$ cat src/rtl/digit_scan_ctrl_pkg.sv
// digit_scan_ctrl_pkg: shared constants and the active-low digit pattern helper.
package digit_scan_ctrl_pkg;
  localparam int NDIG = 8;
  localparam int SEL_W = 3;
  localparam logic [NDIG-1:0] AN_OFF = 8'hFF;
  function automatic logic [NDIG-1:0] an_onehot(input logic [SEL_W-1:0] s);
    return ~(NDIG'(1) << s);
  endfunction
endpackage

$ cat src/rtl/digit_scan_ctrl_if.sv
// digit_scan_if: display scan bus.
// master drives en, dig_off, flash; slave (the scan controller) drives sel, an, frame_tick.
interface digit_scan_if;
  import digit_scan_ctrl_pkg::*;
  logic en;
  logic [NDIG-1:0] dig_off;
  logic [NDIG-1:0] flash;
  logic [SEL_W-1:0] sel;
  logic [NDIG-1:0] an;
  logic frame_tick;
  modport master(output en, dig_off, flash, input sel, an, frame_tick);
  modport slave(input en, dig_off, flash, output sel, an, frame_tick);
endinterface

$ cat src/rtl/digit_scan_ctrl_scan_prescaler.sv
// scan_prescaler: per-slot cycle counter 0..DIV-1 with hold and restart.
// Ports: clk, rst (sync active-high), hold_i freezes cnt, restart_i forces cnt to 0,
// slot_end_o marks the last cycle of a slot, in_blank_o says the next cnt is inside the blank window.
module scan_prescaler #(
  parameter int DIV = 1000,
  parameter int BLANK = 16
) (
  input  logic clk,
  input  logic rst,
  input  logic hold_i,
  input  logic restart_i,
  output logic slot_end_o,
  output logic in_blank_o
);
  localparam int CW = $clog2(DIV);
  logic [CW-1:0] cnt_q, cnt_d;
  assign slot_end_o = cnt_q == CW'(DIV - 1);
  always_comb begin
    cnt_d = restart_i ? '0 : hold_i ? cnt_q : slot_end_o ? '0 : cnt_q + 1'b1;
    // Look-ahead so the registered an lines up with the cnt it belongs to.
    in_blank_o = cnt_d < CW'(BLANK);
  end
  always_ff @(posedge clk)
    cnt_q <= rst ? '0 : cnt_d;
endmodule

$ cat src/rtl/digit_scan_ctrl.sv
// digit_scan_ctrl: 8-digit time-multiplexed scan controller with blanking, suppression, flashing and frame pulse.
// Ports: clk, rst (sync active-high), bus (digit_scan_if.slave: en, dig_off, flash in; sel, an, frame_tick out).
module digit_scan_ctrl
  import digit_scan_ctrl_pkg::*;
#(
  parameter int DIV = 1000,
  parameter int BLANK = 16,
  parameter int FLASH_FRAMES = 64
) (
  input logic clk,
  input logic rst,
  digit_scan_if.slave bus
);
  localparam int FW = FLASH_FRAMES > 1 ? $clog2(FLASH_FRAMES) : 1;
  logic [SEL_W-1:0] sel_q, sel_d;
  logic [FW-1:0] fcnt_q, fcnt_d;
  logic phase_q, phase_d;
  logic paused_q;
  logic [NDIG-1:0] an_q, an_d;
  logic ft_q;
  logic slot_end, in_blank, advance, wrap, ftop, dark;
  // A cycle with en=0 marks a pause; the first enabled cycle after it restarts the slot.
  scan_prescaler #(.DIV(DIV), .BLANK(BLANK)) u_pre (
    .clk(clk),
    .rst(rst),
    .hold_i(!bus.en),
    .restart_i(bus.en && paused_q),
    .slot_end_o(slot_end),
    .in_blank_o(in_blank)
  );
  always_comb begin
    advance = bus.en && !paused_q && slot_end;
    wrap = advance && sel_q == SEL_W'(NDIG - 1);
    ftop = fcnt_q == FW'(FLASH_FRAMES - 1);
    sel_d = advance ? sel_q + 1'b1 : sel_q;
    fcnt_d = wrap ? (ftop ? '0 : fcnt_q + 1'b1) : fcnt_q;
    phase_d = phase_q ^ (wrap && ftop);
    // Evaluated on next-state values so the new flash phase hits slot 0 of the new frame.
    dark = in_blank || bus.dig_off[sel_d] || (bus.flash[sel_d] && phase_d);
    an_d = (!bus.en || dark) ? AN_OFF : an_onehot(sel_d);
  end
  always_ff @(posedge clk) begin
    if (rst) begin
      sel_q <= '0;
      fcnt_q <= '0;
      phase_q <= 1'b0;
      paused_q <= 1'b0;
      an_q <= AN_OFF;
      ft_q <= 1'b0;
    end else begin
      sel_q <= sel_d;
      fcnt_q <= fcnt_d;
      phase_q <= phase_d;
      paused_q <= !bus.en;
      an_q <= an_d;
      ft_q <= wrap;
    end
  end
  assign bus.sel = sel_q;
  assign bus.an = an_q;
  assign bus.frame_tick = ft_q;
endmodule

$ cat src/flat_wrapper.sv
// flat-port wrapper written by rule: the top's interface ports become plain ports
module digit_scan_ctrl_flat import digit_scan_ctrl_pkg::*;
#(
  parameter int DIV = 1000,
  parameter int BLANK = 16,
  parameter int FLASH_FRAMES = 64
)
  (clk, rst, bus_en, bus_dig_off, bus_flash, bus_sel, bus_an, bus_frame_tick);
  digit_scan_if bus_i ();
  input logic clk;
  input logic rst;
  input wire logic [$bits(bus_i.en)-1:0] bus_en;
  input wire logic [$bits(bus_i.dig_off)-1:0] bus_dig_off;
  input wire logic [$bits(bus_i.flash)-1:0] bus_flash;
  output wire logic [$bits(bus_i.sel)-1:0] bus_sel;
  output wire logic [$bits(bus_i.an)-1:0] bus_an;
  output wire logic [$bits(bus_i.frame_tick)-1:0] bus_frame_tick;
  assign bus_i.en = bus_en;
  assign bus_i.dig_off = bus_dig_off;
  assign bus_i.flash = bus_flash;
  assign bus_sel = bus_i.sel;
  assign bus_an = bus_i.an;
  assign bus_frame_tick = bus_i.frame_tick;
  digit_scan_ctrl #(.DIV(DIV), .BLANK(BLANK), .FLASH_FRAMES(FLASH_FRAMES)) u_core (.clk(clk), .rst(rst), .bus(bus_i));
endmodule
$ cat config.mk
export PLATFORM = sky130hd
export DESIGN_NAME = digit_scan_ctrl_flat
export DESIGN_NICKNAME = d
export VERILOG_FILES = /design/src/rtl/digit_scan_ctrl_pkg.sv /design/src/rtl/digit_scan_ctrl_if.sv /design/src/rtl/digit_scan_ctrl_scan_prescaler.sv /design/src/rtl/digit_scan_ctrl.sv /design/src/flat_wrapper.sv
export SDC_FILE = /design/constraint.sdc
export NUM_CORES = 1
export LEC_CHECK = 0
export CAP_MARGIN = 20
export CORE_MARGIN = 2
export CORE_UTILIZATION = 45
export DETAILED_ROUTE_END_ITERATION = 12
export PLACE_DENSITY = 0.7
export SETUP_SLACK_MARGIN = 0.4
export SYNTH_ARGS = -nofsm -noshare
export SYNTH_HDL_FRONTEND = slang
export SYNTH_SLANG_ARGS = --single-unit
$ cat constraint.sdc
create_clock -name clk -period 3 [get_ports clk]
set_clock_uncertainty 0.05 [all_clocks]
set_input_delay 0.75 -clock clk [delete_from_list [all_inputs] [get_ports clk]]
set_output_delay 0.75 -clock clk [all_outputs]
set_load 0.05 [all_outputs]
==> flow_summary.json, run 1 <==
{
  "die_h_um": 65.7,
  "path_clk_slew_ps": 60,
  "clock_latency_ps": 280,
  "ys_seq_area_frac": 0.350,
  "path_cells": "clkdlybuf4s50_1",
  "avgSynthCellArea_um2": 10.3,
  "ir_worst_vdd_v": 0.000332,
  "num_rows": 22,
  "relSlewSlack": 0.662,
  "ctsResizeCount": 0,
  "synth_enable_flop_cells": 0,
  "critical_path_arrival_ps": 1690,
  "cts_setup_buffers": 0,
  "cp-end-kind": "output port",
  "cp_max_fo": 9,
  "final_cell_mix": "clkdlybuf4s50_1 (30), dfxtp_1 (30), nor2_1 (20), nand4_1 (11), nand2_1 (11)",
  "grt_max_degree": 14,
  "nNetsFinal": 217,
  "fp.dieW_um": 65.7,
  "core_um2": 3660,
  "netlist_instances": 167,
  "drv_cap": 0,
  "dieArea_um2": 4320,
  "critPathLaunchType": "flop",
  "avgRoutedWirePerCell_um": 13.1,
  "ant_nets": 0,
  "finalSetupViolCount": 0,
  "cts_tree": "done",
  "drive_gt1_frac": 0.190,
  "yosys.area.top_type": "dfxtp_1",
  "critPathKind": "reg -> out",
  "grt_pass1_vias": 1328,
  "start_util": 0.468,
  "first_pass_iters": 4,
  "ys_ff_latch": 30,
  "grt_pass1_wl_um": 5750,
  "drt-total-wl_um": 3190,
  "required_ps": 2200,
  "max_freq_mhz": 402,
  "gr-usage-all-layers": 0.176,
  "numCtsBuffers": 5,
  "num_vias": 1302,
  "viasPerCell": 5.36,
  "syn_nets": 190,
  "clock_sinks": 30,
  "fin_hold_ws_ps": 434,
  "synth_top_area_frac": 0.350,
  "dpl.hpwl_um": 2420,
  "ios": 31,
  "p_leak_nw": 0.753,
  "globalplace.congestion": 0.788,
  "hold_class": "reg -> reg",
  "cts_root_buffer": "clkbuf_8",
  "worst_pin_slew_ps": 506,
  "finalHoldViolations": 0,
  "postLayoutCoreUtil": 0.572,
  "first_iter_violations": 78,
  "drc": 0,
  "syn_area_um2": 1710,
  "area_growth_pct": 22.1,
  "tns_ps": 0,
  "ys_types": 40,
  "clockBufferDepth": 2,
  "grt_overflow": 0,
  "yosysWarnings": 0,
  "antenna_cells": 0,
  "path_delay_family": "buffers and inverters",
  "power.total_mw": 0.786,
  "drv_slew": 0,
  "cp_num_buf_inv": 1,
  "min_period_ps": 2490,
  "p_per_area_nw_per_um2": 375,
  "portBuffers": 30,
  "cts_hold_buffers": 0,
  "period_share": 0.830,
  "status": "finished clean",
  "synthTopCellsByArea": "dfxtp_1 (35%), mux4_2 (11%), xor2_1 (4.6%)",
  "synth_top_flop_cell": "dfxtp_1",
  "async_flop_share": 0,
  "antenna_found_initial": 0,
  "max_stage_delay_ps": 880,
  "critical_path.slowest_cell": "clkdlybuf4s50_1",
  "cts.htree.levels": 2,
  "rsz0062_at_grt": "no"
}
synthesized netlist by cell type, types with 2 or more instances:
cell type / count
a211oi_4: 2
a21oi_1: 3
and3_1: 2
and3_4: 3
buf_2: 4
buf_6: 5
clkbuf_1: 3
dfxtp_1: 30
ha_1: 4
inv_1: 2
mux2_2: 4
mux2i_1: 3
mux4_2: 8
nand2_1: 11
nand3_1: 8
nand4_1: 11
nor2_1: 20
nor3_1: 5
o21ai_0: 2
o21ai_2: 2
xnor2_1: 8
xor2_1: 9
path summary, 6_finish.rpt:
kind                           from               end  slack, ps  cells after the start
setup / recovery  u_core.bus.sel[0]        bus_sel[0]        510                      1
hold / removal     u_core.fcnt_q[1]  u_core.fcnt_q[1]        430                      2
setup reg to reg  u_core.bus.sel[0]  u_core.bus.an[2]        910                      6
hold reg to reg    u_core.fcnt_q[1]  u_core.fcnt_q[1]        430                      2
state kept, by name (all words and copies together), names as in the netlist:
name and flops:
u_core.paused_q 1, u_core.bus.sel 3, u_core.fcnt_q 6, u_core.bus.frame_tick 1
u_core.bus.an 8, u_core.u_pre.cnt_q 10, u_core.phase_q 1
logic make-up (layout without fill, tap and decap cells):
| family | Yosys count | after routing | synth area share |
|---|---|---|---|
| simple gates | 70 | 70 | 0.234 |
| mux | 15 | 15 | 0.149 |
| fa+ha+maj | 4 | 4 | 0.0292 |
| xor+xnor | 17 | 17 | 0.0869 |
| compound gates | 17 | 17 | 0.0956 |
| buf+inv | 14 | 42 | 0.0555 |
| flops | 30 | 30 | 0.350 |
per-layer routing:
| layer | global-route usage | vias up | wire length (µm) |
|---|---|---|---|
| li1 | - | 650 | - |
| met1 | 0.218 | 623 | 1440 |
| met2 | 0.279 | 27 | 1570 |
| met3 | 0.0616 | 2 | 161 |
| met4 | 0.0703 | 0 | 22 |
| met5 | 0 | - | 0 |
layout make-up:
cell class / instances / area [µm²]
Clock inverter: 1 / 5.00
Inverter: 2 / 7.51
Timing Repair Buffer: 32 / 315
Fill cell: 308 / 1570
Clock buffer: 7 / 86.3
Tap cell: 48 / 60.1
Sequential cell: 30 / 601
Multi-Input combinational cell: 123 / 1020
per-stage QoR:
| stage | worst slack, ps | instances | cell area, µm² |
|---|---|---|---|
| after global routing | 436 | 243 | 2090 |
| after global placement | 361 | 235 | 2000 |
| after detailed placement | 294 | 235 | 2000 |
| after floorplan | 862 | 167 | 1710 |
| after CTS | 495 | 243 | 2090 |
| final | 511 | 243 | 2090 |
where the power goes:
part	internal [mW]	switching [mW]	total, mW
clock network	0.184	0.141	0.325
registers	0.401	0.00302	0.404
logic	0.0360	0.0203	0.0563
total	0.622	0.164	0.786
Note: power is estimated with default switching activity, not from simulation.
==> inputs of run 2 (changes only) <==
==> constraint.sdc (replaced) <==
create_clock -name clk -period 2.5 [get_ports clk]
set_clock_uncertainty 0.05 [all_clocks]
set_input_delay 0.625 -clock clk [delete_from_list [all_inputs] [get_ports clk]]
set_output_delay 0.625 -clock clk [all_outputs]
set_load 0.05 [all_outputs]
==> flow_summary.json, run 2 (synthesis gave the netlist of run 1 again) <==
{
  "status": "finished clean",
  "viasPerCell": 5.32,
  "numCtsBuffers": 5,
  "drc": 0,
  "critical_path.slowest_cell": "clkdlybuf4s50_1",
  "max_freq_mhz": 486,
  "grt_max_degree": 17,
  "avgRoutedWirePerCell_um": 13.6,
  "path_cells": "clkdlybuf4s50_1",
  "ant_nets": 0,
  "final_common_cell": "dfxtp_1",
  "first_iter_violations": 92,
  "clock_latency_ps": 280,
  "drv_slew": 0,
  "ios": 31,
  "postLayoutCoreUtil": 0.583,
  "critPathLaunchType": "flop",
  "clock_sinks": 30,
  "start_util": 0.468,
  "rrSetupSlack_ps": 540,
  "cp-end-kind": "output port",
  "dpl_cell_area_um2": 2020,
  "grt_overflow": 0,
  "nNetsFinal": 222,
  "nFillCells": 331,
  "largest_register_ffs": 10,
  "cts_hold_buffers": 0,
  "die_h_um": 65.7,
  "fin_area_um2": 2130,
  "regMostFlops": "u_core.u_pre.cnt_q",
  "ir_worst_vdd_v": 0.000287,
  "first_pass_iters": 4,
  "power.total_mw": 0.945,
  "fp.dieW_um": 65.7,
  "p_leak_nw": 0.793,
  "globalplace.congestion": 0.830,
  "cts.htree.levels": 2,
  "path_clk_slew_ps": 60,
  "antenna_cells": 0,
  "portBuffers": 30,
  "path_delay_family": "buffers and inverters",
  "finalHoldViolations": 0,
  "drt-total-wl_um": 3380,
  "gr-usage-all-layers": 0.183,
  "hold_class": "reg -> reg",
  "cts_root_buffer": "clkbuf_8",
  "finalSetupViolCount": 0,
  "grt_pass1_wl_um": 5970,
  "cts_tree": "done",
  "clockBufferDepth": 2,
  "dieArea_um2": 4320,
  "cp_max_fo": 1,
  "antenna_found_initial": 0,
  "grt_pass1_vias": 1363,
  "p_per_area_nw_per_um2": 443,
  "worst_pin_slew_ps": 508,
  "drive_gt1_frac": 0.225,
  "critical_path_arrival_ps": 1380,
  "max_stage_delay_ps": 800,
  "rsz0062_at_grt": "no",
  "num_rows": 22,
  "area_growth_pct": 24.5,
  "core_um2": 3660,
  "cp_num_buf_inv": 1,
  "critPathKind": "reg -> out",
  "dpl.hpwl_um": 2590,
  "period_share": 0.824,
  "final_cell_mix": "dfxtp_1 (28), clkdlybuf4s50_1 (25), nor2_1 (20), nand4_1 (11), nand2_1 (11)",
  "min_period_ps": 2060,
  "required_ps": 1820,
  "num_vias": 1320,
  "drv_cap": 0,
  "relSlewSlack": 0.660,
  "tns_ps": 0
}
==> run 2: final cells by class <==
class	count	area (µm²)	share of cell area
multi-input cells	123	1020	0.478
flip-flops and latches	30	606	0.284
repair buffers	37	350	0.164
clock buffers	7	86.3	0.0404
well taps	48	60.1	0.0281
inverters	2	7.51	0.00352
clock inverters	1	5.00	0.00234
==> run 2: path summary, 6_finish.rpt <==
| kind | depth (start not counted) | start | end |
|---|---|---|---|
| worst max-delay path | 1 | u_core.bus.frame_tick | bus_frame_tick |
| worst min-delay path | 2 | u_core.fcnt_q[1] | u_core.fcnt_q[1] |
| worst max register to register | 5 | u_core.bus.sel[1] | u_core.bus.an[2] |
| worst min register to register | 2 | u_core.fcnt_q[1] | u_core.fcnt_q[1] |
==> run 2: what timing repair did <==
item                                    in CTS  in global routing
pin swaps                                    1                  0
endpoints found under the setup margin      11                 10
gates resized for setup                      5                  2
cloned                                       0                  0
buffers inserted                             0                  3
==> run 2: report_power, final <==
group	total [mW]	switching (mW)	internal, mW
combinational	0.0720	0.0264	0.0456
sequential	0.484	0.00358	0.481
clock	0.389	0.168	0.221
==> run 2: through the flow <==
stage	hold slack, ps	cells	setup WS (ps)
6_report	440	248	440
5_1_grt	464	248	388
4_1_cts	447	245	381
3_5_place_dp	437	237	22.8
3_3_place_gp	415	237	95.8
2_1_floorplan	403	167	526
==> run 2: routing by layer <==
metal  track usage  part of all wire  vias up
met4        0.0573             0.016        0
met1         0.221              0.46      637
li1              -                 -      662
met2         0.303              0.49       16
met5             0                 0        -
met3        0.0668             0.037        5
